==> src/rtl/data_mem_ctrl.sv <==
// data_mem_ctrl: load/store controller in front of a word-wide, single-port
// data RAM with a one-cycle registered read and no byte enables.
// Sub-word stores become a read-modify-write sequence; loads are lane-selected
// and sign- or zero-extended. Exactly one response strobe per accepted request.
module data_mem_ctrl #(
    parameter int DATA_WIDTH = 32,
    parameter int ADDR_WIDTH = 12
) (
    input  logic                  clk,
    input  logic                  reset_n,
    input  logic                  req_valid,
    output logic                  req_ready,
    input  logic                  req_we,
    input  logic [1:0]            req_size,
    input  logic                  req_unsigned,
    input  logic [ADDR_WIDTH+1:0] req_addr,
    input  logic [DATA_WIDTH-1:0] req_wdata,
    output logic                  rsp_valid,
    output logic [DATA_WIDTH-1:0] rsp_rdata,
    output logic                  rsp_err,
    output logic                  ram_we,
    output logic [ADDR_WIDTH-1:0] ram_address,
    output logic [DATA_WIDTH-1:0] ram_data,
    input  logic [DATA_WIDTH-1:0] ram_q
);

    localparam logic [1:0] SIZE_BYTE = 2'b00;
    localparam logic [1:0] SIZE_HALF = 2'b01;
    localparam logic [1:0] SIZE_WORD = 2'b10;

    typedef enum logic [1:0] {
        S_IDLE = 2'd0,
        S_LOAD = 2'd1,
        S_RMW  = 2'd2,
        S_RESP = 2'd3
    } state_t;

    state_t state_reg, state_next;

    // Request fields held for the LOAD / RMW cycle
    logic [ADDR_WIDTH-1:0] addr_reg;
    logic [1:0]            lane_reg;
    logic [1:0]            size_reg;
    logic                  unsigned_reg;
    logic [15:0]           wdata_reg;

    // Registered response
    logic                  rsp_valid_reg;
    logic [DATA_WIDTH-1:0] rsp_rdata_reg;
    logic                  rsp_err_reg;

    logic                  accept;
    logic                  req_err;
    logic                  word_store;
    logic [DATA_WIDTH-1:0] load_data;
    logic [DATA_WIDTH-1:0] merge_data;
    logic [3:0]            byte_sel;

    assign accept = req_valid & req_ready;

    // Decode misalignment / reserved size of the incoming request
    always_comb begin
        req_err = 1'b0;
        case (req_size)
            SIZE_BYTE: req_err = 1'b0;
            SIZE_HALF: req_err = req_addr[0];
            SIZE_WORD: req_err = (req_addr[1:0] != 2'b00);
            default:   req_err = 1'b1;
        endcase
    end

    // Full-word stores go straight to the RAM in the accept cycle
    assign word_store = req_we & (req_size == SIZE_WORD) & ~req_err;

    // State register
    always_ff @(posedge clk or negedge reset_n) begin
        if (!reset_n) begin
            state_reg <= S_IDLE;
        end else begin
            state_reg <= state_next;
        end
    end

    // Next-state logic
    always_comb begin
        state_next = state_reg;
        case (state_reg)
            S_IDLE: begin
                if (accept) begin
                    if (req_err || word_store) begin
                        state_next = S_RESP;
                    end else if (req_we) begin
                        state_next = S_RMW;
                    end else begin
                        state_next = S_LOAD;
                    end
                end
            end
            S_LOAD:  state_next = S_IDLE;
            S_RMW:   state_next = S_RESP;
            S_RESP:  state_next = S_IDLE;
            default: state_next = S_IDLE;
        endcase
    end

    // Outputs: handshake and RAM port; write enable is killed while in reset
    always_comb begin
        req_ready   = 1'b0;
        ram_we      = 1'b0;
        ram_address = addr_reg;
        ram_data    = merge_data;
        case (state_reg)
            S_IDLE: begin
                req_ready   = 1'b1;
                ram_address = req_addr[ADDR_WIDTH+1:2];
                ram_data    = req_wdata;
                ram_we      = req_valid & word_store;
            end
            S_RMW:   ram_we = 1'b1;
            default: ram_we = 1'b0;
        endcase
        ram_we = ram_we & reset_n;
    end

    // Capture request fields at accept
    always_ff @(posedge clk or negedge reset_n) begin
        if (!reset_n) begin
            addr_reg     <= '0;
            lane_reg     <= '0;
            size_reg     <= '0;
            unsigned_reg <= 1'b0;
            wdata_reg    <= '0;
        end else if (accept) begin
            addr_reg     <= req_addr[ADDR_WIDTH+1:2];
            lane_reg     <= req_addr[1:0];
            size_reg     <= req_size;
            unsigned_reg <= req_unsigned;
            wdata_reg    <= req_wdata[15:0];
        end
    end

    // Per-lane merge for sub-word stores: replaced lanes take held store data
    genvar gi;
    generate
        for (gi = 0; gi < 4; gi++) begin : g_lane
            assign byte_sel[gi] = (size_reg == SIZE_BYTE) ? (lane_reg == 2'(gi))
                                                          : (lane_reg[1] == 1'(gi / 2));
            assign merge_data[8*gi +: 8] =
                !byte_sel[gi]            ? ram_q[8*gi +: 8] :
                (size_reg == SIZE_HALF)  ? wdata_reg[8*(gi % 2) +: 8] :
                                           wdata_reg[7:0];
        end
    endgenerate

    // Lane select and sign/zero extension of load data
    always_comb begin
        logic [7:0]  lane_byte;
        logic [15:0] lane_half;
        lane_byte = ram_q[7:0];
        case (lane_reg)
            2'd0: lane_byte = ram_q[7:0];
            2'd1: lane_byte = ram_q[15:8];
            2'd2: lane_byte = ram_q[23:16];
            2'd3: lane_byte = ram_q[31:24];
            default: lane_byte = ram_q[7:0];
        endcase
        lane_half = lane_reg[1] ? ram_q[31:16] : ram_q[15:0];
        case (size_reg)
            SIZE_BYTE: load_data = {{24{lane_byte[7] & ~unsigned_reg}}, lane_byte};
            SIZE_HALF: load_data = {{16{lane_half[15] & ~unsigned_reg}}, lane_half};
            default:   load_data = ram_q;
        endcase
    end

    // Response register: one-cycle strobe, data/err held until next response
    always_ff @(posedge clk or negedge reset_n) begin
        if (!reset_n) begin
            rsp_valid_reg <= 1'b0;
            rsp_rdata_reg <= '0;
            rsp_err_reg   <= 1'b0;
        end else begin
            rsp_valid_reg <= 1'b0;
            case (state_reg)
                S_IDLE: begin
                    if (accept && (req_err || word_store)) begin
                        rsp_valid_reg <= 1'b1;
                        rsp_err_reg   <= req_err;
                        rsp_rdata_reg <= '0;
                    end
                end
                S_LOAD: begin
                    rsp_valid_reg <= 1'b1;
                    rsp_err_reg   <= 1'b0;
                    rsp_rdata_reg <= load_data;
                end
                S_RMW: begin
                    rsp_valid_reg <= 1'b1;
                    rsp_err_reg   <= 1'b0;
                    rsp_rdata_reg <= '0;
                end
                default: ;
            endcase
        end
    end

    assign rsp_valid = rsp_valid_reg;
    assign rsp_rdata = rsp_rdata_reg;
    assign rsp_err   = rsp_err_reg;

endmodule

==> config.mk <==
export PLATFORM = sky130hd
export DESIGN_NAME = data_mem_ctrl
export DESIGN_NICKNAME = d
export VERILOG_FILES = /design/src/rtl/data_mem_ctrl.sv
export SDC_FILE = /design/constraint.sdc
export NUM_CORES = 1
export LEC_CHECK = 0
export ABC_AREA = 1
export CORE_ASPECT_RATIO = 1.4
export CORE_MARGIN = 2
export CORE_UTILIZATION = 35
export DETAILED_ROUTE_END_ITERATION = 8
export HOLD_SLACK_MARGIN = 0.15
export PLACE_DENSITY_LB_ADDON = 0.05
export SETUP_SLACK_MARGIN = 0.1
export SYNTH_ARGS = -nofsm -noshare
export SYNTH_HDL_FRONTEND = slang
export SYNTH_SLANG_ARGS = --single-unit
==> constraint.sdc <==
create_clock -name clk -period 4 [get_ports clk]
set_input_delay 0.8 -clock clk [delete_from_list [all_inputs] [get_ports clk]]
set_output_delay 0.8 -clock clk [all_outputs]
set_load 0.05 [all_outputs]
==> results of run 1 <==
## area by class of cell
cell class / instances / share of cell area (%)
clock buffers: 11 / 3.96
clock inverters: 2 / 0.549
inverters: 54 / 3.17
multi-input cells: 472 / 35.5
flip-flops and latches: 69 / 27.0
well taps: 150 / 2.94
repair buffers: 171 / 26.8
## kinds of logic after synthesis
family / share of synthesized area (%)
AND/OR/NAND/NOR: 31.2
AO/OA/AOI/OAI: 18.9
buffers and inverters: 9.14
flip-flops: 39.3
adder cells (fa/ha/maj): 1.42
## metrics by stage
stage          utilization, %  hold WS [ns]
2_1_floorplan               -         0.445
3_3_place_gp             49.5         0.466
3_5_place_dp             49.5         0.466
4_1_cts                  51.8         0.442
5_1_grt                  51.9         0.462
6_report                 51.9         0.425
## cells in the final DEF, fill, tap and decap left out, drive strengths merged, types with 10 or more instances in the layout
cell / instances
inv: 54
o21ai: 105
clkbuf: 11
clkdlybuf4s50: 160
o211ai: 21
buf: 10
nand2: 204
nand3: 56
nor2: 48
or2: 11
dfrtp: 69
## critical path: stages, from the launching register on
cell and delay, ns:
dfrtp_1 0.65, nor2_4 0.12, nand2_1 0.32, nand2_2 0.20, inv_2 0.17, nand2_1 0.08, a31oi_1 0.14, clkdlybuf4s50_1 0.87
## how the worst min path moves through the flow
stage | startpoint | to | slack (ns) | cells past startpoint
after global placement | wdata_reg[15] | wdata_reg[15] | 0.47 | 2
after CTS | reset_n | rsp_rdata[19] | 0.44 | 1
after detailed placement | wdata_reg[15] | wdata_reg[15] | 0.47 | 2
after floorplan | wdata_reg[10] | wdata_reg[10] | 0.45 | 2
after global routing | reset_n | rsp_rdata[18] | 0.46 | 1
final | reset_n | rsp_rdata[19] | 0.43 | 1
## timing repair
item | in CTS | in global routing
gates resized for setup | 0 | 2
setup endpoints to repair | 0 | 8
hold buffers | 0 | 0
## metal layers
layer  track usage (%)  vias up  share of wire, %
li1                  -     2348                 -
met1              27.2     2176                42
met2              37.9      158                49
met3              4.70       29               5.4
met4              8.83        0               3.0
met5                 0        -                 0
==> flow_metrics.py, run 1 <==
metrics = {
    "yosys": {
        "synth.area.top_cells": "dfrtp_1 (39%), nand2_1 (17%), o21ai_0 (9.8%), nand3_1 (6.2%), inv_1 (4.1%)",
        "async_reset_ff_share_pct": 100,
        "synth_seq_cells": 69,
        "synth_edf_count": 0,
        "yosysUniqueCellTypes": 32,
        "ys.flop_type": "dfrtp_1",
        "syn_area_sq_um": 4390,
        "yosys-top-cells-count": "nand2_1 (198), o21ai_0 (86), dfrtp_1 (69)",
        "yosysWarnings": 0,
        "synth.most_common_cell": "nand2_1",
        "yosys.area.top_type_share_pct": 39.3,
        "yosysSeqAreaShare_pct": 39.3,
        "yosysTopAreaCell": "dfrtp_1",
        "postSynthCellCount": 633,
        "avgSynthCellArea_sq_um": 6.94,
        "synth_fp_nets": 723,
    },
    "clocking": {
        "clkSinkCount": 69,
        "cts.path.max_buffers": 2,
        "clkLatencyLatePin_ns": 0.33,
        "tritoncts": "done",
        "cts_max_level": 3,
        "post-cts-setup-buffers": 0,
        "path_clk_slew_ns": 0.05,
        "cts_root_buf": "clkbuf_16",
        "numCtsBuffers": 9,
    },
    "worst_setup_path": {
        "reg2reg_slack_ns": 1.64,
        "crit_arrival_ns": 2.89,
        "r2r_end": "rsp_rdata[16]",
        "cp_max_fo": 14,
        "critPathCapture": "ram_data[16]",
        "crit_start": "size_reg[1]",
        "crit_type": "flop to output pin",
        "r2r-start": "state_reg[0]",
        "critPathLaunchType": "flop",
        "cp.required_ns": 3.20,
        "endpoint_kind": "output pin",
        "reg2reg_depth": 10,
    },
    "floorplan": {
        "coreArea_sq_um": 12300,
        "die_area_sq_um": 13500,
        "start_util_pct": 35.7,
        "die_w_um": 98.7,
        "die_h_um": 137,
        "rows": 48,
        "io_pins": 165,
    },
    "drt": {
        "via_count": 4711,
        "drc": 0,
        "routedWlPerCell_um": 15.9,
        "viasPerCell": 5.07,
        "drtAntennaViolNets": 0,
        "wirelength_um": 14700,
        "firstDrtPassIters": 5,
        "drt_iter0_markers": 194,
    },
    "final_layout": {
        "nNetsFinal": 867,
        "fillerInstances": 1227,
        "syn_to_final_growth_pct": 45.4,
        "drive_above_1_share_pct": 6.16,
        "regArea_sq_um": 1730,
        "fin_area_sq_um": 6390,
        "layoutNonFillerInstCount": 929,
        "multiInputGateArea_sq_um": 2270,
        "largest_reg_flops": 32,
        "antenna_cells": 0,
    },
    "global_routing": {
        "grt_max_degree": 59,
        "grt_pass1_vias": 4676,
        "grt_pass1_wl_um": 23700,
        "grt_overflow": 0,
        "grtUsageTotal_pct": 22.2,
        "grt_antenna_before_repair": 0,
    },
    "placed_design": {
        "port_buffers": 164,
        "place_hpwl_um": 11200,
        "post-place-cells": 916,
        "dpl_cell_area_sq_um": 6090,
        "place.gp.congestion": 0.908,
        "dpl_worst_slack_ns": 0.593,
    },
    "timing": {
        "maxSlewHeadroom_pct": 56.8,
        "period_needed_ns": 3.69,
        "fin_skew_ns": 0.00483,
        "rsz0062_at_grt": "false",
        "clock.fmax_mhz": 271,
        "tns_ns": 0,
        "period_share_pct": 92.2,
        "setup_ws_ns": 0.310,
        "final_hold_viol_count": 0,
        "slew_violations": 0,
        "setup_violations": 0,
        "worstMarginPinSlew_ns": 0.648,
    },
    "status": {
        "status": "completed",
    },
    "worst_hold_path": {
        "min_path_type": "input port to async pin",
    },
    "job": {
        "drv_cap": 0,
    },
}
Power of run 1 is left out: the tool's default activity adds up to more than one toggle a clock period on the data nets, which glitch-free logic cannot reach.
==> run 2: changes to the inputs <==
- RECOVER_POWER: default -> 25
==> run 2 against run 1 <==
Compared with the run above:
- the flow now finishes with violations (capacitance limit, slew limit)
- flip-flop and latch count unchanged
- cell area hardly changed
- register-to-register slack barely moved
- maximum frequency about the same
- worst hold slack better by 0.053 ns
- global-route usage unchanged
- first-iteration DRC count stayed put
- worst setup slack about the same
- wire length hardly changed
- count of clock-buffer cells in the layout did not move
- cell count unchanged
- clock skew is essentially flat
- critical path type unchanged
- highest routed layer unchanged
==> flow_metrics.py, run 2 (synthesis results as in run 1) <==
metrics = {
    "status": {
        "status": "complete, but fails checks",
        "violations": "capacitance limit, slew limit",
    },
    "timing": {
        "fin_skew_ns": 0.00468,
        "final_hold_viol_count": 0,
        "tns_ns": 0,
        "rsz0062_at_grt": "false",
        "setup_violations": 0,
        "maxSlewHeadroom_pct": -39.6,
        "worstMarginPinSlew_ns": 2.09,
        "clock.fmax_mhz": 271,
        "period_needed_ns": 3.69,
        "slew_violations": 36,
        "period_share_pct": 92.2,
        "setup_ws_ns": 0.310,
    },
    "final_layout": {
        "regArea_sq_um": 1730,
        "final_common_cell": "nand2_1",
        "largest_reg_flops": 32,
        "nNetsFinal": 867,
        "drive_above_1_share_pct": 6.03,
        "antenna_cells": 0,
        "syn_to_final_growth_pct": 45.2,
        "multiInputGateArea_sq_um": 2270,
        "fillerInstances": 1228,
        "final_cell_mix": "nand2_1 (197), clkdlybuf4s50_1 (160), o21ai_0 (86)",
    },
    "clocking": {
        "cts.path.max_buffers": 2,
        "numCtsBuffers": 9,
        "clkLatencyLatePin_ns": 0.33,
        "tritoncts": "done",
        "cts_root_buf": "clkbuf_16",
        "cts_max_level": 3,
        "path_clk_slew_ns": 0.05,
        "clkSinkCount": 69,
    },
    "floorplan": {
        "start_util_pct": 35.7,
        "io_pins": 165,
        "die_w_um": 98.7,
        "die_area_sq_um": 13500,
        "die_h_um": 137,
        "rows": 48,
        "coreArea_sq_um": 12300,
    },
    "worst_hold_path": {
        "min_path_type": "flop to flop",
    },
    "placed_design": {
        "port_buffers": 164,
        "place_hpwl_um": 11200,
        "place.gp.congestion": 0.908,
        "dpl_worst_slack_ns": 0.593,
    },
    "drt": {
        "via_count": 4715,
        "routedWlPerCell_um": 15.9,
        "firstDrtPassIters": 5,
        "drt_iter0_markers": 194,
        "drtAntennaViolNets": 0,
        "viasPerCell": 5.08,
        "drc": 0,
        "wirelength_um": 14800,
    },
    "worst_setup_path": {
        "cp_max_fo": 14,
        "crit_type": "flop to output pin",
        "critPathLaunchType": "flop",
        "crit_arrival_ns": 2.89,
        "endpoint_kind": "output pin",
        "cp.required_ns": 3.20,
    },
    "global_routing": {
        "grt_overflow": 0,
        "grt_antenna_before_repair": 0,
        "grt_max_degree": 59,
        "grt_pass1_wl_um": 23700,
        "grt_pass1_vias": 4676,
        "grtUsageTotal_pct": 22.2,
    },
    "job": {
        "drv_cap": 1,
    },
}
==> run 2: worst paths after layout <==
| check | from | endpoint | slack, ns | depth (start not counted) |
|---|---|---|---|---|
| max | size_reg[1] | ram_data[16] | 0.31 | 7 |
| min | wdata_reg[15] | wdata_reg[15] | 0.48 | 2 |
| max reg2reg | state_reg[0] | rsp_rdata[16] | 1.64 | 10 |
| min reg2reg | wdata_reg[15] | wdata_reg[15] | 0.48 | 2 |
| max in group asynchronous | reset_n | rsp_rdata[5] | 1.08 | 2 |
| min in group asynchronous | reset_n | rsp_rdata[19] | 1.06 | 1 |
==> run 2: what timing repair did <==
action	CTS	global route
buffers inserted	0	0
setup endpoints to repair	0	8
gates resized for setup	0	2
hold buffers	0	0
==> run 2: area by class of cell <==
class	count	share of cell area, %
well taps	150	2.94
flip-flops and latches	69	27.1
clock inverters	2	0.549
clock buffers	11	3.96
inverters	54	3.18
repair buffers	171	26.8
multi-input cells	472	35.5
==> run 2: through the flow <==
stage                     hold WS [ns]  cell area, sq um  util [%]  cells
after detailed placement         0.466              6090      49.5    916
after global routing             0.494              6380      51.8    929
after global placement           0.466              6090      49.5    916
after CTS                        0.442              6380      51.8    929
final                            0.478              6380      51.8    929
after floorplan                  0.445              4390         -    633
==> run 2: worst max-delay path: stages, from the launching register on <==
cell             delay, ns
dfrtp_1               0.65
nor2_4                0.12
nand2_1               0.32
nand2_2               0.20
inv_2                 0.17
nand2_1               0.08
a31oi_1               0.14
clkdlybuf4s50_1       0.87
==> run 2: layer usage <==
metal / part of all wire (%) / global-route usage, % / vias up
li1: - / - / 2348
met1: 42 / 27.2 / 2174
met2: 49 / 37.9 / 164
met3: 5.4 / 4.70 / 29
met4: 3.0 / 8.83 / 0
met5: 0 / 0 / -
Power of run 2 is left out for the same reason.
